`src/rtl/twdl_cta_pkg.sv`:
```
// rtl/twdl_cta_pkg.sv - shared widths, FSM states and delay-line element for the twiddle index generator
package twdl_cta_pkg;

   localparam int W_DATA_IN_DEF   = 12;
   localparam int W_DATA_DEF      = 16;
   localparam int COEFF_DELAY_DEF = 24;

   typedef enum logic {
      IDLE = 1'b0,
      RUN  = 1'b1
   } state_e;

   typedef struct packed {
      logic                         valid;
      logic                         sop;
      logic                         eop;
      logic signed [W_DATA_DEF-1:0] re;
      logic signed [W_DATA_DEF-1:0] im;
   } sample_t;

endpackage

```
`src/rtl/twdl_delay_line.sv`:
```
// rtl/twdl_delay_line.sv - fixed-depth shift register, advances every cycle, async clear
module twdl_delay_line #(
   parameter int DEPTH = 25,
   parameter int WIDTH = 35
) (
   input  logic             clk,
   input  logic             rst_n,
   input  logic [WIDTH-1:0] din_i,
   output logic [WIDTH-1:0] dout_o
);

   logic [WIDTH-1:0] stage_q [DEPTH];

   always_ff @(posedge clk or negedge rst_n) begin
      if (!rst_n) begin
         for (int i = 0; i < DEPTH; i++) stage_q[i] <= '0;
      end else begin
         stage_q[0] <= din_i;
         for (int i = 1; i < DEPTH; i++) stage_q[i] <= stage_q[i-1];
      end
   end

   assign dout_o = stage_q[DEPTH-1];

endmodule

```
`src/rtl/twdl_index_gen_cta.sv`:
```
// rtl/twdl_index_gen_cta.sv - r*c / N1*N2 index generator with matching sample delay
module twdl_index_gen_cta
   import twdl_cta_pkg::*;
#(
   parameter int wDataIn     = W_DATA_IN_DEF,
   parameter int wData       = W_DATA_DEF,
   parameter int COEFF_DELAY = COEFF_DELAY_DEF
) (
   input  logic               clk,
   input  logic               rst_n,
   input  logic [wDataIn-1:0] cfg_n1,
   input  logic [wDataIn-1:0] cfg_n2,
   input  logic               in_valid,
   input  logic               in_sop,
   input  logic               in_eop,
   input  logic [wData-1:0]   in_real,
   input  logic [wData-1:0]   in_imag,
   output logic [wDataIn-1:0] numerator,
   output logic [wDataIn-1:0] denominator,
   output logic               out_valid,
   output logic               out_sop,
   output logic               out_eop,
   output logic [wData-1:0]   out_real,
   output logic [wData-1:0]   out_imag,
   output logic               err_frame
);

   localparam logic [wDataIn-1:0] ONE = wDataIn'(1);

   state_e             state_q, state_d;
   logic [wDataIn-1:0] n1_q, n1_d, n2_q, n2_d;
   logic [wDataIn-1:0] c_q, c_d, r_q, r_d, acc_q, acc_d;
   logic [wDataIn-1:0] num_q, num_d, den_q, den_d;
   logic               err_q, err_d;
   logic               last_col, last_row;

   always_ff @(posedge clk or negedge rst_n) begin
      if (!rst_n) begin
         state_q <= IDLE;
         n1_q    <= '0;
         n2_q    <= '0;
         c_q     <= '0;
         r_q     <= '0;
         acc_q   <= '0;
         num_q   <= '0;
         den_q   <= '0;
         err_q   <= 1'b0;
      end else begin
         state_q <= state_d;
         n1_q    <= n1_d;
         n2_q    <= n2_d;
         c_q     <= c_d;
         r_q     <= r_d;
         acc_q   <= acc_d;
         num_q   <= num_d;
         den_q   <= den_d;
         err_q   <= err_d;
      end
   end

   // c/r/acc hold the index of the next expected sample; acc tracks r*c by repeated addition
   always_comb begin
      state_d  = state_q;
      n1_d     = n1_q;
      n2_d     = n2_q;
      c_d      = c_q;
      r_d      = r_q;
      acc_d    = acc_q;
      num_d    = num_q;
      den_d    = den_q;
      err_d    = 1'b0;
      last_col = (c_q == n2_q - ONE);
      last_row = (r_q == n1_q - ONE);
      if (in_valid) begin
         if (in_sop) begin
            state_d = in_eop ? IDLE : RUN;
            n1_d    = cfg_n1;
            n2_d    = cfg_n2;
            den_d   = cfg_n1 * cfg_n2;
            num_d   = '0;
            c_d     = ONE;
            r_d     = '0;
            acc_d   = '0;
            err_d   = (state_q == RUN) || in_eop;
         end else if (state_q == RUN) begin
            num_d = acc_q;
            if (in_eop || (last_col && last_row)) begin
               state_d = IDLE;
               err_d   = !(in_eop && last_col && last_row);
            end else if (last_col) begin
               c_d   = '0;
               r_d   = r_q + ONE;
               acc_d = '0;
            end else begin
               c_d   = c_q + ONE;
               acc_d = acc_q + r_q;
            end
         end else begin
            err_d = 1'b1;
         end
      end
   end

   assign numerator   = num_q;
   assign denominator = den_q;
   assign err_frame   = err_q;

   sample_t dl_in, dl_out;

   always_comb begin
      dl_in       = '0;
      dl_in.valid = in_valid;
      dl_in.sop   = in_sop;
      dl_in.eop   = in_eop;
      dl_in.re    = in_real;
      dl_in.im    = in_imag;
   end

   // one extra stage covers the registered index, so data lines up with the coefficient
   twdl_delay_line #(
      .DEPTH (COEFF_DELAY + 1),
      .WIDTH ($bits(sample_t))
   ) u_delay (
      .clk    (clk),
      .rst_n  (rst_n),
      .din_i  (dl_in),
      .dout_o (dl_out)
   );

   assign out_valid = dl_out.valid;
   assign out_sop   = dl_out.sop;
   assign out_eop   = dl_out.eop;
   assign out_real  = dl_out.re;
   assign out_imag  = dl_out.im;

endmodule

```
`config.mk`:
```
export PLATFORM = sky130hd
export DESIGN_NAME = twdl_index_gen_cta
export DESIGN_NICKNAME = d
export VERILOG_FILES = /design/src/rtl/twdl_cta_pkg.sv /design/src/rtl/twdl_delay_line.sv /design/src/rtl/twdl_index_gen_cta.sv
export SDC_FILE = /design/constraint.sdc
export NUM_CORES = 1
export LEC_CHECK = 0
export BUFFER_PORTS_ARGS = -buffer_cell sky130_fd_sc_hd__buf_2
export CAP_MARGIN = 15
export CELL_PAD_IN_SITES_DETAIL_PLACEMENT = 0
export CELL_PAD_IN_SITES_GLOBAL_PLACEMENT = 1
export CORE_ASPECT_RATIO = 1.1
export CORE_MARGIN = 4
export CORE_UTILIZATION = 49
export CTS_BUF_LIST = sky130_fd_sc_hd__clkbuf_8
export DETAILED_ROUTE_END_ITERATION = 6
export GPL_TIMING_DRIVEN = 1
export PLACE_DENSITY_LB_ADDON = 0.1
export SKIP_CTS_REPAIR_TIMING = 1
export SLEW_MARGIN = 15
export SYNTH_ARGS = -nofsm -noshare
export SYNTH_HDL_FRONTEND = slang
export SYNTH_HIERARCHICAL = 1
export SYNTH_SLANG_ARGS = --single-unit
```
`constraint.sdc`:
```
create_clock -name clk -period 2.95 [get_ports clk]
set_input_delay 0.295 -clock clk [delete_from_list [all_inputs] [get_ports clk]]
set_output_delay 0.295 -clock clk [all_outputs]
set_load 0.01 [all_outputs]
```
# --- Yosys cells after proc, flatten, opt, wreduce, memory -nomap -nowiden ---
# Cells that the tools add are included.
word_totals:
  inputBits: 61
  regBits: 961
  out_inout_bits: 60
  elab_cells: 77
classes:
  n_eq_ne: 3
  n_mux: 22
  reduce_logical: 12
  n_mul: 1
  addsub: 5
op_table:
  columns: ["operator", "count"]
  rows:
  - ["two-way mux 12 bit", 14]
  - ["adder 12 x 1 -> 12 bit (second input constant)", 2]
  - ["== test 12 bit", 2]
  - ["subtractor 12 x 1 -> 12 bit (second input constant)", 2]
  - ["adder 12 bit", 1]
  - ["multiplier 12 x 12 -> 12 bit", 1]
  - ["two-way mux 1 bit", 8]
  - ["AND reduction 2 bit", 2]
  - ["AND reduction 4 bit", 1]
  - ["nonzero test 2 bit", 2]
  - ["logical AND 1 bit", 3]
  - ["AND reduction 3 bit", 1]
  - ["logical OR 1 bit", 2]
  - ["!= test 2 bit (second input constant)", 1]
  - ["zero test 1 bit", 1]

# --- Longest topological paths before layout ---
depth:
  word_depth: 9
  mapped_depth: 19
  ltp_nobuf: 18

# --- Cells and area by module ---
# Netlist, hierarchy kept.
by_module_without_submodules:
  columns: ["mod", "cells_per_inst", "seq_area_each_um2", "n_inst", "area_per_inst_um2"]
  rows:
  - ["twdl_delay_line", 910, 21896.0, 1, 22158.8]
  - ["twdl_index_gen_cta", 836, 2152.1, 1, 7148.1]

# --- Least setup slack after synthesis ---
# No wires, ideal clock.
synth_timing:
  path_kind: "input to register"
  from: "input cfg_n2[3]"
  to: "register den_q[11], in the netlist denominator[11]"
  setup_time_ps: 135
  path_buffers: 1
  stages: 18
  required_time_ps: 2815
  slack_ps: -1406
  arrival_time_ps: 4222
  path_cell_list: "clkbuf_1 -> nand2_1 -> fa_1 -> inv_1 -> fa_1 -> inv_1 -> fa_1 -> inv_1 -> fa_1 -> inv_1 -> fa_1 -> xor2_1 -> xnor2_1 -> xnor2_1 -> xnor2_1 -> xnor2_1 -> xnor2_1 -> o21ai_0"
synth_between:
  elab_chain_cells: 1
synth_rtl:
  columns: ["item", "line", "rtl"]
  rows:
  - ["start: declaration", "twdl_index_gen_cta.sv:12", "input logic [wDataIn-1:0] cfg_n2,"]
  - ["multiplier 12 x 12 -> 12 bit", "twdl_index_gen_cta.sv:79", "den_d = cfg_n1 * cfg_n2;"]
  - ["end signal: assignment", "twdl_index_gen_cta.sv:56", "den_q <= den_d;"]
  - ["end: declaration", "twdl_index_gen_cta.sv:33", "logic [wDataIn-1:0] num_q, num_d, den_q, den_d;"]
# Every way passes these cells.
# A chain may end at the register's enable or synchronous reset.

# --- Worst setup path in the final report ---
layout_timing:
  from: "input cfg_n2[5]"
  to: "register den_q[11], in the netlist denominator[11]"
# Same word-level chain as after synthesis.

==> results.cfg <==
[sta]
fin_crit_sh_pct = 115
period_needed_ps = 3400
worstMarginPinSlew_ps = 723
slew_headroom_pct = 51.7
drv_slew = 0
setup_viol = 4
finClkSkew_ps = 38.8
final_critical_path_setup_slack_ps = -453
final_hold_viol_count = 0
fmax_mhz = 294
rsz0062_at_grt = yes
fin_setup_tns_ps = -1120

[finish]
final_area_um2 = 35700
drive_above_1_share_pct = 24.7
stdcell_count = 2986
fin_nets = 2255
syn_to_final_growth_pct = 21.8

[logic_synthesis]
yosys.area.top_type_share_pct = 82.1
synth_top_area_cell = dfrtp_1
synth.distinct_cells = 63
synth_warnings = 6
synth_edf_count = 0
synthFlopType = dfrtp_1
synthTopCellsByArea = dfrtp_1 (82%), fa_1 (2.7%), nand2_1 (2.2%)
synth_seq_cells = 961
synthArstFlopShare_pct = 100
syn-num-nets = 1891
synthTopCellsByCount = dfrtp_1 (961), nand2_1 (171), inv_1 (97)
yosysMostFrequentCell = dfrtp_1
syn_area_um2 = 29300
ys_seq_area_share_pct = 82.1
syn_inst = 1746
synth.avg_cell_area_um2 = 16.8

[run]
cap_violations = 0

[die]
die_height_um = 264
die_x_um = 241
num_io_pins = 121
core_area_um2 = 58900
dieArea_um2 = 63800
initial_utilization_pct = 49.8
rows = 93

[status]
status = finished, violations left
violations = setup timing

[power_and_ir_drop]
ir_drop_mv = 0.503
p_total_w = 0.0278
combPwrFrac_pct = 9.7
p_leak_nw = 16.8
clock_power_share_pct = 39.3
p_seq_share_pct = 51.0
powerDensity_nw_per_um2 = 780
power_switching_w = 0.00656
p_sw_share_pct = 23.6
internal_power_w = 0.0213

[cts]
path_clk_slew_ps = 60
root_buffer = clkbuf_8
insertion_delay_ps = 780
cts_num_sinks = 961
cts_tree = built
numCtsBuffers = 144
cts_buffer_depth = 3
cts_max_level = 4

[worst_setup_path]
cp.required_ps = 3550
max_stage_delay_ps = 530
crit_path_end_kind = flip-flop
path_delay_family = adder cells
crit_fanout = 7
cp.arrival_ps = 4000
cp.buffers_inverters = 5
start_kind = primary input
r2r_slack_ps = 10
crit_chain = buf_12 -> nand2_4 -> fa_1 -> inv_1 -> fa_1 -> inv_1 -> fa_1 -> inv_1 -> fa_1 -> inv_2 -> fa_2 -> xor2_2 -> xnor2_1 -> xnor2_1 -> xnor2_1 -> xnor2_1 -> xnor2_1 -> o21ai_1
critPathSlowestCell = fa_1
cp_common_cell = xnor2_1
worst-setup-path-type = in2reg

[detailed_routing]
vias_per_cell = 4.59
first_iter_violations = 775
final_antenna_net_count = 0
firstDrtPassIters = 5
drt-total-wl_mm = 44.0
vias = 13700
drcViolationCount = 0
wire_per_inst_um = 14.7

[global_route]
globalRouteTotalUtil_pct = 14.5
antenna_found_initial = 1
grt_max_degree = 110
grt_pass1_vias = 14500
overflow = 0
grt_pass1_wl_mm = 73.3

[place]
dp_cells = 2652
portBuffers = 120
dp_slack_ps = -1340
dp_hpwl_mm = 27.2
placed_cell_area_um2 = 31400
gp_congestion = 0.805

[min_path]
hold_path_class = in2reg
[per-stage QoR]
step	hold slack, ps	util [%]
2_1_floorplan	-0.591	-
3_3_place_gp	331	53.3
3_5_place_dp	335	53.3
4_1_cts	-523	58.6
5_1_grt	4.26	60.6
6_report	49.5	60.6
[cell families after synthesis]
group                    share of synthesized area (%)
AO/OA/AOI/OAI                                     3.37
XOR/XNOR                                          2.02
adder cells (fa/ha/maj)                           4.61
buffers and inverters                             2.74
flip-flops                                        82.1
multiplexers                                     0.213
AND/OR/NAND/NOR                                   4.99
[per-layer routing]
metal	part of all wire [%]	vias to the layer above	global-route usage [%]
met4	1.7	0	5.72
met5	0	-	0
li1	-	6338	-
met1	45	7033	20.1
met3	4.6	75	4.48
met2	48	274	21.8
[power groups by stage]
| stage | Clock [W] | Sequential (W) | Combinational [W] |
|---|---|---|---|
| 3_5_place_dp | 0 | 0.0144 | 0.00256 |
| 4_1_cts | 0.0114 | 0.0142 | 0.00258 |
| 2_1_floorplan | 0 | 0.0144 | 0.00148 |
| 6_report | 0.0109 | 0.0142 | 0.00271 |
| 5_1_grt | 0.0121 | 0.0143 | 0.00308 |
| 3_3_place_gp | 0 | 0.0144 | 0.00254 |
[final cells by class]
type                    count  area (µm²)
well taps                 760         951
repair inverters            1        7.51
clock buffers             189        2600
clock inverters            72         498
flip-flops and latches    961       24100
multi-input cells         610        4880
diodes                      1        2.50
fillers                  4495       23200
inverters                  97         368
repair buffers            295        2330
[registers in the layout (all words and copies together), names as in the netlist]
| signal | flops |
|---|---|
| acc_q | 12 |
| c_q | 12 |
| denominator | 12 |
| err_frame | 1 |
| n1_q | 12 |
| n2_q | 12 |
| numerator | 12 |
| r_q | 12 |
| state_q | 1 |
| u_delay/dout_o | 35 |
| u_delay/stage_q | 840 |
[path summary, 6_finish.rpt]
kind                                             endpoint  depth (start not counted)                            from
min in group asynchronous   u_delay/stage_q[67]$_DFF_PN0_                          2                           rst_n
hold / removal                        n2_q[2]$_DFFE_PN0P_                          4                       cfg_n2[2]
hold reg to reg            u_delay/stage_q[305]$_DFF_PN0_                          0  u_delay/stage_q[340]$_DFF_PN0_
setup reg to reg                       c_q[4]$_DFFE_PN0P_                         12             n2_q[4]$_DFFE_PN0P_
max in group asynchronous  u_delay/stage_q[637]$_DFF_PN0_                          3                           rst_n
setup / recovery              denominator[11]$_DFFE_PN0P_                         18                       cfg_n2[5]
[placed cells by master, fill, tap and decap left out, types with 7 or more instances in the layout]
master / netlist / layout
o21ai_0: 40 / 30
buf_4: 36 / 96
a21oi_2: 0 / 8
buf_2: 2 / 111
a2bb2oi_1: 12 / 12
xnor2_1: 45 / 42
ha_1: 44 / 35
clkbuf_8: 0 / 189
or3_1: 12 / 11
nand4_1: 12 / 12
o21ai_1: 0 / 7
dlygate4sd3_1: 0 / 57
inv_1: 97 / 125
nand2_1: 171 / 164
nand3_1: 12 / 12
clkinv_2: 0 / 17
a21oi_1: 24 / 16
buf_6: 1 / 16
nor3_1: 16 / 15
nand2b_1: 8 / 8
fa_1: 40 / 38
inv_2: 0 / 9
a21o_1: 11 / 10
xor2_1: 20 / 17
o22ai_1: 13 / 13
dfrtp_1: 961 / 958
buf_12: 0 / 11
and2_1: 20 / 17
nor2_1: 19 / 18
[worst reg2reg max path: cells and delay by family (launching register included)]
kind	cells	cell delay (ps)
compound gates	3	650
flops	1	440
buf+inv	4	540
simple gates	5	1240
Power figures use the tool's default switching activity.
